`src/rtl/l2_ddr_scheduler_pkg.sv`:
```
// Shared definitions for the L2-to-DDR burst scheduler.
package l2_ddr_scheduler_pkg;

  localparam int unsigned BURST_BEATS_DFLT = 8;
  localparam int unsigned ADDR_W_DFLT      = 24;

  typedef enum logic [1:0] {
    ST_IDLE    = 2'd0,
    ST_CMD     = 2'd1,
    ST_DATA    = 2'd2,
    ST_RELEASE = 2'd3
  } sched_state_e;

endpackage

```
`src/rtl/l2_ddr_base_reg.sv`:
```
// Single-port DDR base address register: load, inc/dec nudges, burst advance, wrap.
module l2_ddr_base_reg
  import l2_ddr_scheduler_pkg::*;
#(
  parameter int unsigned BURST_BEATS = BURST_BEATS_DFLT,
  parameter int unsigned ADDR_W      = ADDR_W_DFLT
) (
  input  logic              clk_166M66,
  input  logic              mcu_sys_rst_n,
  input  logic              load,
  input  logic [ADDR_W-1:0] load_value,
  input  logic              inc,
  input  logic              dec,
  input  logic              burst_add,
  output logic [ADDR_W-1:0] base
);

  // Load wins outright; otherwise sum burst advance and nudges, wrapping naturally.
  always_ff @(posedge clk_166M66 or negedge mcu_sys_rst_n) begin
    if (!mcu_sys_rst_n) begin
      base <= '0;
    end else if (load) begin
      base <= load_value;
    end else begin
      base <= base
            + (burst_add ? ADDR_W'(BURST_BEATS) : ADDR_W'(0))
            + ADDR_W'(inc)
            - ADDR_W'(dec);
    end
  end

endmodule

```
`src/rtl/l2_ddr_scheduler.sv`:
```
// Round-robin arbiter and burst sequencer sharing one DDR channel between two L2s.
module l2_ddr_scheduler
  import l2_ddr_scheduler_pkg::*;
#(
  parameter int unsigned BURST_BEATS = BURST_BEATS_DFLT,
  parameter int unsigned ADDR_W      = ADDR_W_DFLT
) (
  input  logic              clk_166M66,
  input  logic              mcu_sys_rst_n,
  input  logic [1:0]        i_req_operate_enable,
  input  logic [1:0]        i_req_rw,
  input  logic [1:0]        i_req_base_addr_inc,
  input  logic [1:0]        i_req_base_addr_dec,
  input  logic              i_base_load,
  input  logic              i_base_load_port,
  input  logic [ADDR_W-1:0] i_base_load_value,
  output logic [1:0]        o_req_bus_enable,
  output logic [1:0]        o_req_operate_lock,
  output logic              o_ddr_cmd_valid,
  input  logic              i_ddr_cmd_ready,
  output logic              o_ddr_cmd_rw,
  output logic [ADDR_W-1:0] o_ddr_cmd_addr,
  input  logic              i_ddr_beat_valid,
  output logic              o_grant_port,
  output logic              o_protocol_err
);

  localparam int unsigned      CNT_W     = $clog2(BURST_BEATS);
  localparam logic [CNT_W-1:0] LAST_BEAT = CNT_W'(BURST_BEATS - 1);

  sched_state_e      state;
  logic              rr_ptr;
  logic [CNT_W-1:0]  beat_cnt;
  logic              pick;
  logic [ADDR_W-1:0] base [2];

  // Per-port base registers; the burst advance lands on the owner during RELEASE.
  for (genvar p = 0; p < 2; p++) begin : g_base
    l2_ddr_base_reg #(
      .BURST_BEATS (BURST_BEATS),
      .ADDR_W      (ADDR_W)
    ) u_base_reg (
      .clk_166M66    (clk_166M66),
      .mcu_sys_rst_n (mcu_sys_rst_n),
      .load          (i_base_load && (i_base_load_port == 1'(p))),
      .load_value    (i_base_load_value),
      .inc           (i_req_base_addr_inc[p]),
      .dec           (i_req_base_addr_dec[p]),
      .burst_add     ((state == ST_RELEASE) && (o_grant_port == 1'(p))),
      .base          (base[p])
    );
  end

  // Lone requester wins; on contention the round-robin pointer decides.
  always_comb begin
    pick = rr_ptr;
    if (i_req_operate_enable == 2'b01) pick = 1'b0;
    else if (i_req_operate_enable == 2'b10) pick = 1'b1;
  end

  // Beat strobes pass straight through to the owning port while in DATA.
  assign o_req_bus_enable = (state == ST_DATA && i_ddr_beat_valid)
                          ? (o_grant_port ? 2'b10 : 2'b01) : 2'b00;

  // Burst sequencer, round-robin pointer, beat counter and sticky error flag.
  always_ff @(posedge clk_166M66 or negedge mcu_sys_rst_n) begin
    if (!mcu_sys_rst_n) begin
      state              <= ST_IDLE;
      rr_ptr             <= 1'b0;
      beat_cnt           <= '0;
      o_grant_port       <= 1'b0;
      o_ddr_cmd_valid    <= 1'b0;
      o_ddr_cmd_rw       <= 1'b0;
      o_ddr_cmd_addr     <= '0;
      o_req_operate_lock <= 2'b00;
      o_protocol_err     <= 1'b0;
    end else begin
      if ((i_ddr_beat_valid && state != ST_DATA) ||
          (i_ddr_cmd_ready && state != ST_CMD)) begin
        o_protocol_err <= 1'b1;
      end
      case (state)
        ST_IDLE: begin
          if (|i_req_operate_enable) begin
            o_grant_port       <= pick;
            o_ddr_cmd_rw       <= i_req_rw[pick];
            o_ddr_cmd_addr     <= base[pick];
            o_ddr_cmd_valid    <= 1'b1;
            o_req_operate_lock <= pick ? 2'b01 : 2'b10;
            state              <= ST_CMD;
          end
        end
        ST_CMD: begin
          if (i_ddr_cmd_ready) begin
            o_ddr_cmd_valid <= 1'b0;
            beat_cnt        <= '0;
            state           <= ST_DATA;
          end
        end
        ST_DATA: begin
          if (i_ddr_beat_valid) begin
            beat_cnt <= beat_cnt + CNT_W'(1);
            if (beat_cnt == LAST_BEAT) state <= ST_RELEASE;
          end
        end
        ST_RELEASE: begin
          rr_ptr             <= ~o_grant_port;
          o_req_operate_lock <= 2'b00;
          state              <= ST_IDLE;
        end
        default: state <= ST_IDLE;
      endcase
    end
  end

endmodule
```
`config.mk`:
```
export PLATFORM = sky130hd
export DESIGN_NAME = l2_ddr_scheduler
export DESIGN_NICKNAME = d
export VERILOG_FILES = /design/src/rtl/l2_ddr_scheduler_pkg.sv /design/src/rtl/l2_ddr_base_reg.sv /design/src/rtl/l2_ddr_scheduler.sv
export SDC_FILE = /design/constraint.sdc
export NUM_CORES = 1
export LEC_CHECK = 0
export CORE_UTILIZATION = 40
export CTS_CLUSTER_SIZE = 14
export DETAILED_ROUTE_END_ITERATION = 7
export PLACE_DENSITY_LB_ADDON = 0.1
export SKIP_CTS_REPAIR_TIMING = 1
export SLEW_MARGIN = 5
export SYNTH_ARGS = -nofsm -noshare
export SYNTH_HDL_FRONTEND = slang
export SYNTH_SLANG_ARGS = --single-unit
```
`constraint.sdc`:
```
create_clock -name clk_166M66 -period 4.4 [get_ports clk_166M66]
set_input_delay 0.44 -clock clk_166M66 [delete_from_list [all_inputs] [get_ports clk_166M66]]
set_output_delay 0.44 -clock clk_166M66 [all_outputs]
set_load 0.1 [all_outputs]
```
==> results of run 1 <==
-- worst register-to-register path, delay by kind of cell (launching register included) --
kind                     cells  cell delay [ns]
buffers and inverters        2             0.09
adder cells (fa/ha/maj)      3             0.91
AO/OA/AOI/OAI                6             1.30
XOR/XNOR                     1             0.15
flip-flops                   1             0.34
-- per-layer routing --
| metal | up-vias | global-route usage | wire length [µm] | part of all wire |
|---|---|---|---|---|
| met5 | - | 0 | 0 | 0 |
| met3 | 13 | 0.0348 | 540 | 0.032 |
| met4 | 0 | 0.0726 | 213 | 0.013 |
| met2 | 97 | 0.355 | 7550 | 0.45 |
| met1 | 2544 | 0.323 | 8350 | 0.50 |
| li1 | 2628 | - | - | - |
-- cell usage in the layout (no fill, tap or decap), types with 4 or more instances in the layout --
master and instances:
a21oi_2 8, xor2_1 22, nand3_1 10, nor2b_1 6, a21o_1 11, o21ai_0 37, nand2_1 83, o21ai_1 13
a222oi_1 25, nand2b_1 8, dfrtp_1 84, nor4_1 4, buf_4 5, nor3_1 10, a21oi_1 56, ha_1 57
inv_1 93, nand4_1 6, xnor2_1 14, clkdlybuf4s50_1 68, o211ai_1 4, a31oi_1 9, nor3b_1 4, clkbuf_16 9
nor2_1 56, and3_1 6
-- through the flow --
stage	area (µm²)	worst slack, ns	std cells	hold WS, ns	util
after detailed placement	6890	0.975	943	0.473	0.470
after global routing	7220	1.16	959	0.231	0.493
after global placement	6890	1.02	943	0.464	0.470
after CTS	7220	1.33	959	0.203	0.493
final	7220	1.31	959	0.157	0.493
after floorplan	6030	1.38	711	0.144	-
-- Yosys cell counts (4+ instances only) --
cell type  instances
a21o_1            11
a21oi_1           57
a21oi_2            7
a222oi_1          25
a31oi_1            9
and3_1             6
buf_2              4
clkbuf_1          19
dfrtp_1           84
ha_1              57
inv_1             93
nand2_1           83
nand2b_1           8
nand3_1           10
nand4_1            6
nor2_1            56
nor2b_1            7
nor3_1            10
nor3b_1            4
nor4_1             4
o211ai_1           4
o21ai_0           37
o21ai_1           14
xnor2_1           14
xor2_1            22
-- cell families (layout without fill, tap and decap cells) --
group / count (synthesis) / in the layout / synth area share
AOI/OAI and AO/OA: 206 / 206 / 0.241
xor gates and xnor gates: 36 / 36 / 0.0523
adders and majority gates: 59 / 59 / 0.125
buffers and inverters: 118 / 182 / 0.0745
DFF: 84 / 84 / 0.349
muxes: 2 / 2 / 0.00332
and+or+nand+nor: 206 / 206 / 0.155
-- layout make-up --
type / instances / area [µm²] / area share
repair buffers: 73 / 718 / 0.0994
clock buffers: 11 / 253 / 0.0350
inverters: 93 / 349 / 0.0483
multi-input cells: 509 / 3490 / 0.483
well taps: 184 / 230 / 0.0319
clock inverters: 5 / 83.8 / 0.0116
flip-flops and latches: 84 / 2100 / 0.291
-- sequential cells by signal, summed over array words and instances (netlist names) --
register / count
g_base.u_base_reg.base: 48
o_ddr_cmd_addr: 24
beat_cnt: 3
o_req_operate_lock: 2
state: 2
o_ddr_cmd_rw: 1
o_ddr_cmd_valid: 1
o_grant_port: 1
o_protocol_err: 1
rr_ptr: 1
-- path summary, 6_finish.rpt --
path | cells after the start | start | end | slack, ns
setup / recovery | 12 | i_req_base_addr_dec[0] | g_base[0].u_base_reg.base[16] | 1.31
hold / removal | 1 | mcu_sys_rst_n | o_req_operate_lock[1] | 0.16
setup reg to reg | 12 | g_base[0].u_base_reg.base[0] | g_base[0].u_base_reg.base[16] | 1.43
hold reg to reg | 1 | o_protocol_err | o_protocol_err | 0.48
max in group asynchronous | 2 | mcu_sys_rst_n | g_base[1].u_base_reg.base[21] | 3.34
min in group clk_166M66 | 1 | o_protocol_err | o_protocol_err | 0.48
==> metrics.txt, run 1 <==
CTS Buf Count 9; via count between 5000 and 6000; CP arrival around 3.3 ns; Fin Clk Skew around 0.007 ns; Worst-Margin Slew around 1.1 ns; vias in the first global route 5288; slowest CP cell a221oi_2; Crit path buffers/inverters 2; All-Layer GR Usage 0.228; crit-path cells clkdlybuf4s50_1 -> ha_1 -> inv_1 -> ha_1 -> fa_1 -> a21oi_2 -> o211ai_2 -> a221oi_2 -> o22a_1 -> o221ai_2 -> xnor2_1 -> a21oi_1; type of the worst min-delay path input port to asynchronous set/reset pin; final hold vios 0; placer congestion estimate ~0.9; largest net degree at the start of global routing 58; CTS clk-pin slew, worst paths roughly 0.060 ns; Crit path top cell by count ha_1; Core ar. around 15000 µm²; status finished with violations; detailed-route wire length between 15 and 20 mm; CP max stage delay between 0.4 and 0.5 ns; sequential area share after synthesis 0.349; critical path's top delay family compound AO/OA/AOI/OAI gates; max_cap viols 0; ys flop type dfrtp_1; type of origin of the critical path input port; worst skew pair latency between 0.3 and 0.4 ns; Final HPWL DP roughly 13 mm; n_diodes 0; Synth cell types 66; fmax approximately 320 MHz; IO Pins 70; top cells by area, synth dfrtp_1 (35%), ha_1 (12%), inv_1 (5.8%); Worst EP required ~4.6 ns; CP endpoint kind register; initial antenna violation count 0; Post-synth ARST share 1.00; syn_area_per_cell about 8.5 µm²; DRC violations left 12; clk buf depth 2; Post-synth EDFFs 0; min Tclk post-route between 3 and 4 ns; Max Transition Viols Final 0; Initial DRC Count approximately 360; PortBufs 69; synthesized flop and latch total between 80 and 90; Die W ~120 µm; Detailed Routing Iterations Pass 1 8; # rows between 40 and 50; clock sinks 84; Gate Count Post-Synth 711; die height between 100 and 150 µm; headroom to the max-slew limit 0.249; fill count around 1400; H-tree depth 3; post-synth net total between 800 and 900; first-pass GRT wire length approximately 28 mm; largest fanout on the critical path 4; # setup viols final 0; Sum Neg Setup Slack 0 ns; die area around 16000 µm²; Mapped Area around 6000 µm²; share of the synthesized area in the top cell type 0.349; CTS tree built; post-synth top area cell dfrtp_1; Clock Tree Root clkbuf_16; Area Overhead vs Synth 19.8%; synth warn 0; global route total overflow 0; nets@finish 867; CP Class input port to register; unrepaired setup endpoints after global routing no; layout cells sized above 1 0.0684; starting density of the core 0.412; final period utilization 0.702; Routed WL per cell approximately 17 µm; Vias per Instance ~5.5; antenna-violating nets left 0; failing checks DRC
Power of run 1 is not shown: default switching activity piles up to over one toggle a cycle in this logic, so the estimate is an artifact.
==> run 2, diff against run 1 <==
Clock period 4.4 ns to 3.1 ns, I/O delays scaled along.
==> metrics.txt, run 2 (same netlist as run 1, synthesis figures left out) <==
via count 5338 (was 5282); # setup viols final 0 (unchanged); clock sinks 84 (unchanged); headroom to the max-slew limit 0.342 (was 0.249); Die W 125 µm (unchanged); vias in the first global route 5270 (was 5288); max reg flops 48 (unchanged); reg2reg end g_base[0].u_base_reg.base[21] (was g_base[0].u_base_reg.base[16]); most frequent cells in the layout inv_1 (93), dfrtp_1 (84), nand2_1 (83) (unchanged); reg2reg start state[0] (was g_base[0].u_base_reg.base[0]); starting density of the core 0.412 (unchanged); All-Layer GR Usage 0.228 (about the same); design area 7240 µm² (was 7220 µm²); global route total overflow 0 (unchanged); Detailed Routing Iterations Pass 1 8 (unchanged); antenna-violating nets left 0 (unchanged); Regs by FF count g_base.u_base_reg.base x48, o_ddr_cmd_addr x24, beat_cnt x3 (unchanged); die area 15600 µm² (unchanged); Worst Setup SP state[0] (was i_req_base_addr_dec[0]); Max Transition Viols Final 0 (unchanged); most common cell after layout, fill and taps aside inv_1 (unchanged); Initial DRC Count 410 (was 359); clk buf depth 2 (unchanged); Clock Tree Root clkbuf_16 (unchanged); type of origin of the critical path register (was input port); CTS clk-pin slew, worst paths 0.07 ns (was 0.06 ns); Worst EP required 3.33 ns (was 4.58 ns); Routed WL per cell 17.6 µm (was 17.4 µm); Final HPWL DP 13.3 mm (was 12.6 mm); placer congestion estimate 0.895 (was 0.881); CTS tree built (unchanged); Worst R2R Setup Slack 0.26 ns (was 1.43 ns); n_diodes 0 (unchanged); nets@finish 876 (was 867); Reg2Reg Depth 12 (unchanged); detailed-route wire length 17.0 mm (was 16.7 mm); unrepaired setup endpoints after global routing no (unchanged); final period utilization 0.916; placed inst area 6940 µm² (was 6890 µm²); Vias per Instance 5.51 (about the same); register with the most flip-flops g_base.u_base_reg.base (unchanged); initial antenna violation count 0 (unchanged); Place WS 0.0479 ns (was 0.975 ns); first-pass GRT wire length 27.7 mm (was 27.6 mm); status finished with violations (unchanged); Core ar. 14600 µm² (unchanged); Sum Neg Setup Slack 0 ns (unchanged); IO Pins 70 (unchanged); fmax roughly 350 MHz; Final WS setup 0.261 ns (was 1.31 ns); H-tree depth 3 (unchanged); largest net degree at the start of global routing 44 (was 58); CP arrival 3.07 ns (was 3.26 ns); PortBufs 69 (unchanged); max_cap viols 0 (unchanged); CP Class register to register (was input port to register); worst skew pair latency 0.35 ns (about the same); DRC violations left 11 (was 12); Hold Slack -0.0398 ns (was 0.157 ns); die height 125 µm (unchanged); Util after Layout 0.495 (was 0.493); type of the worst min-delay path input port to asynchronous set/reset pin (unchanged); min Tclk post-route 2.84 ns; Area Overhead vs Synth 20.2% (was 19.8%); Fin Clk Skew 0.00743 ns (was 0.00699 ns); largest fanout on the critical path 6 (was 4); failing checks DRC, hold timing (was DRC); layout cells sized above 1 0.0867 (was 0.0684); # rows 44 (unchanged); CTS Buf Count 9 (unchanged); final hold vios 23 (was 0); Worst-Margin Slew 0.984 ns (was 1.13 ns); CP endpoint kind register (unchanged)
## run 2: cell count changes in the layout (fill, tap and decap cells not counted), sizes merged
cell,previous run,this run
bufinv,2,1
buf,5,19
inv,93,94
clkbuf,11,9
clkdlybuf4s50,68,63
clkinvlp,2,5
clkinv,1,0
## run 2: how the worst max path moves through the flow
stage | slack, ns | cells after the start | to
after detailed placement | 0.05 | 13 | g_base[0].u_base_reg.base[16]
after floorplan | 0.08 | 10 | g_base[0].u_base_reg.base[23]
after CTS | 0.19 | 12 | g_base[1].u_base_reg.base[13]
after global routing | 0.07 | 12 | g_base[1].u_base_reg.base[17]
after global placement | 0.07 | 13 | g_base[0].u_base_reg.base[16]
final | 0.26 | 12 | g_base[0].u_base_reg.base[21]
## run 2: cell type report
class | instances | area, µm²
Timing Repair Buffer | 82 | 773
Multi-Input combinational cell | 509 | 3490
Clock inverter | 7 | 76.3
Fill cell | 1429 | 7400
Clock buffer | 9 | 225
Tap cell | 184 | 230
Inverter | 93 | 349
Sequential cell | 84 | 2100
## run 2: critical path, stage by stage, from the launching register on
cell       delay, ns
dfrtp_1         0.40
ha_2            0.25
nand2b_1        0.09
ha_1            0.28
inv_1           0.04
ha_1            0.32
nand2_2         0.09
o31ai_2         0.42
o2111ai_2       0.19
nand2_2         0.18
a41oi_2         0.15
xor2_1          0.23
o21ai_1         0.08
## run 2: metrics by stage
stage,instances,hold WS [ns]
finish,968,-0.0398
global route,968,0.00528
CTS,968,-0.0117
detailed placement,952,0.366
global placement,952,0.360
floorplan,711,0.0144
## run 2: routing by layer
metal	vias up	global-route usage	part of all wire
met5	-	0	0
met4	0	0.0559	0.015
met3	18	0.0391	0.052
met2	141	0.359	0.45
met1	2537	0.323	0.49
li1	2642	-	-
Power of run 2 is left out for the same reason.
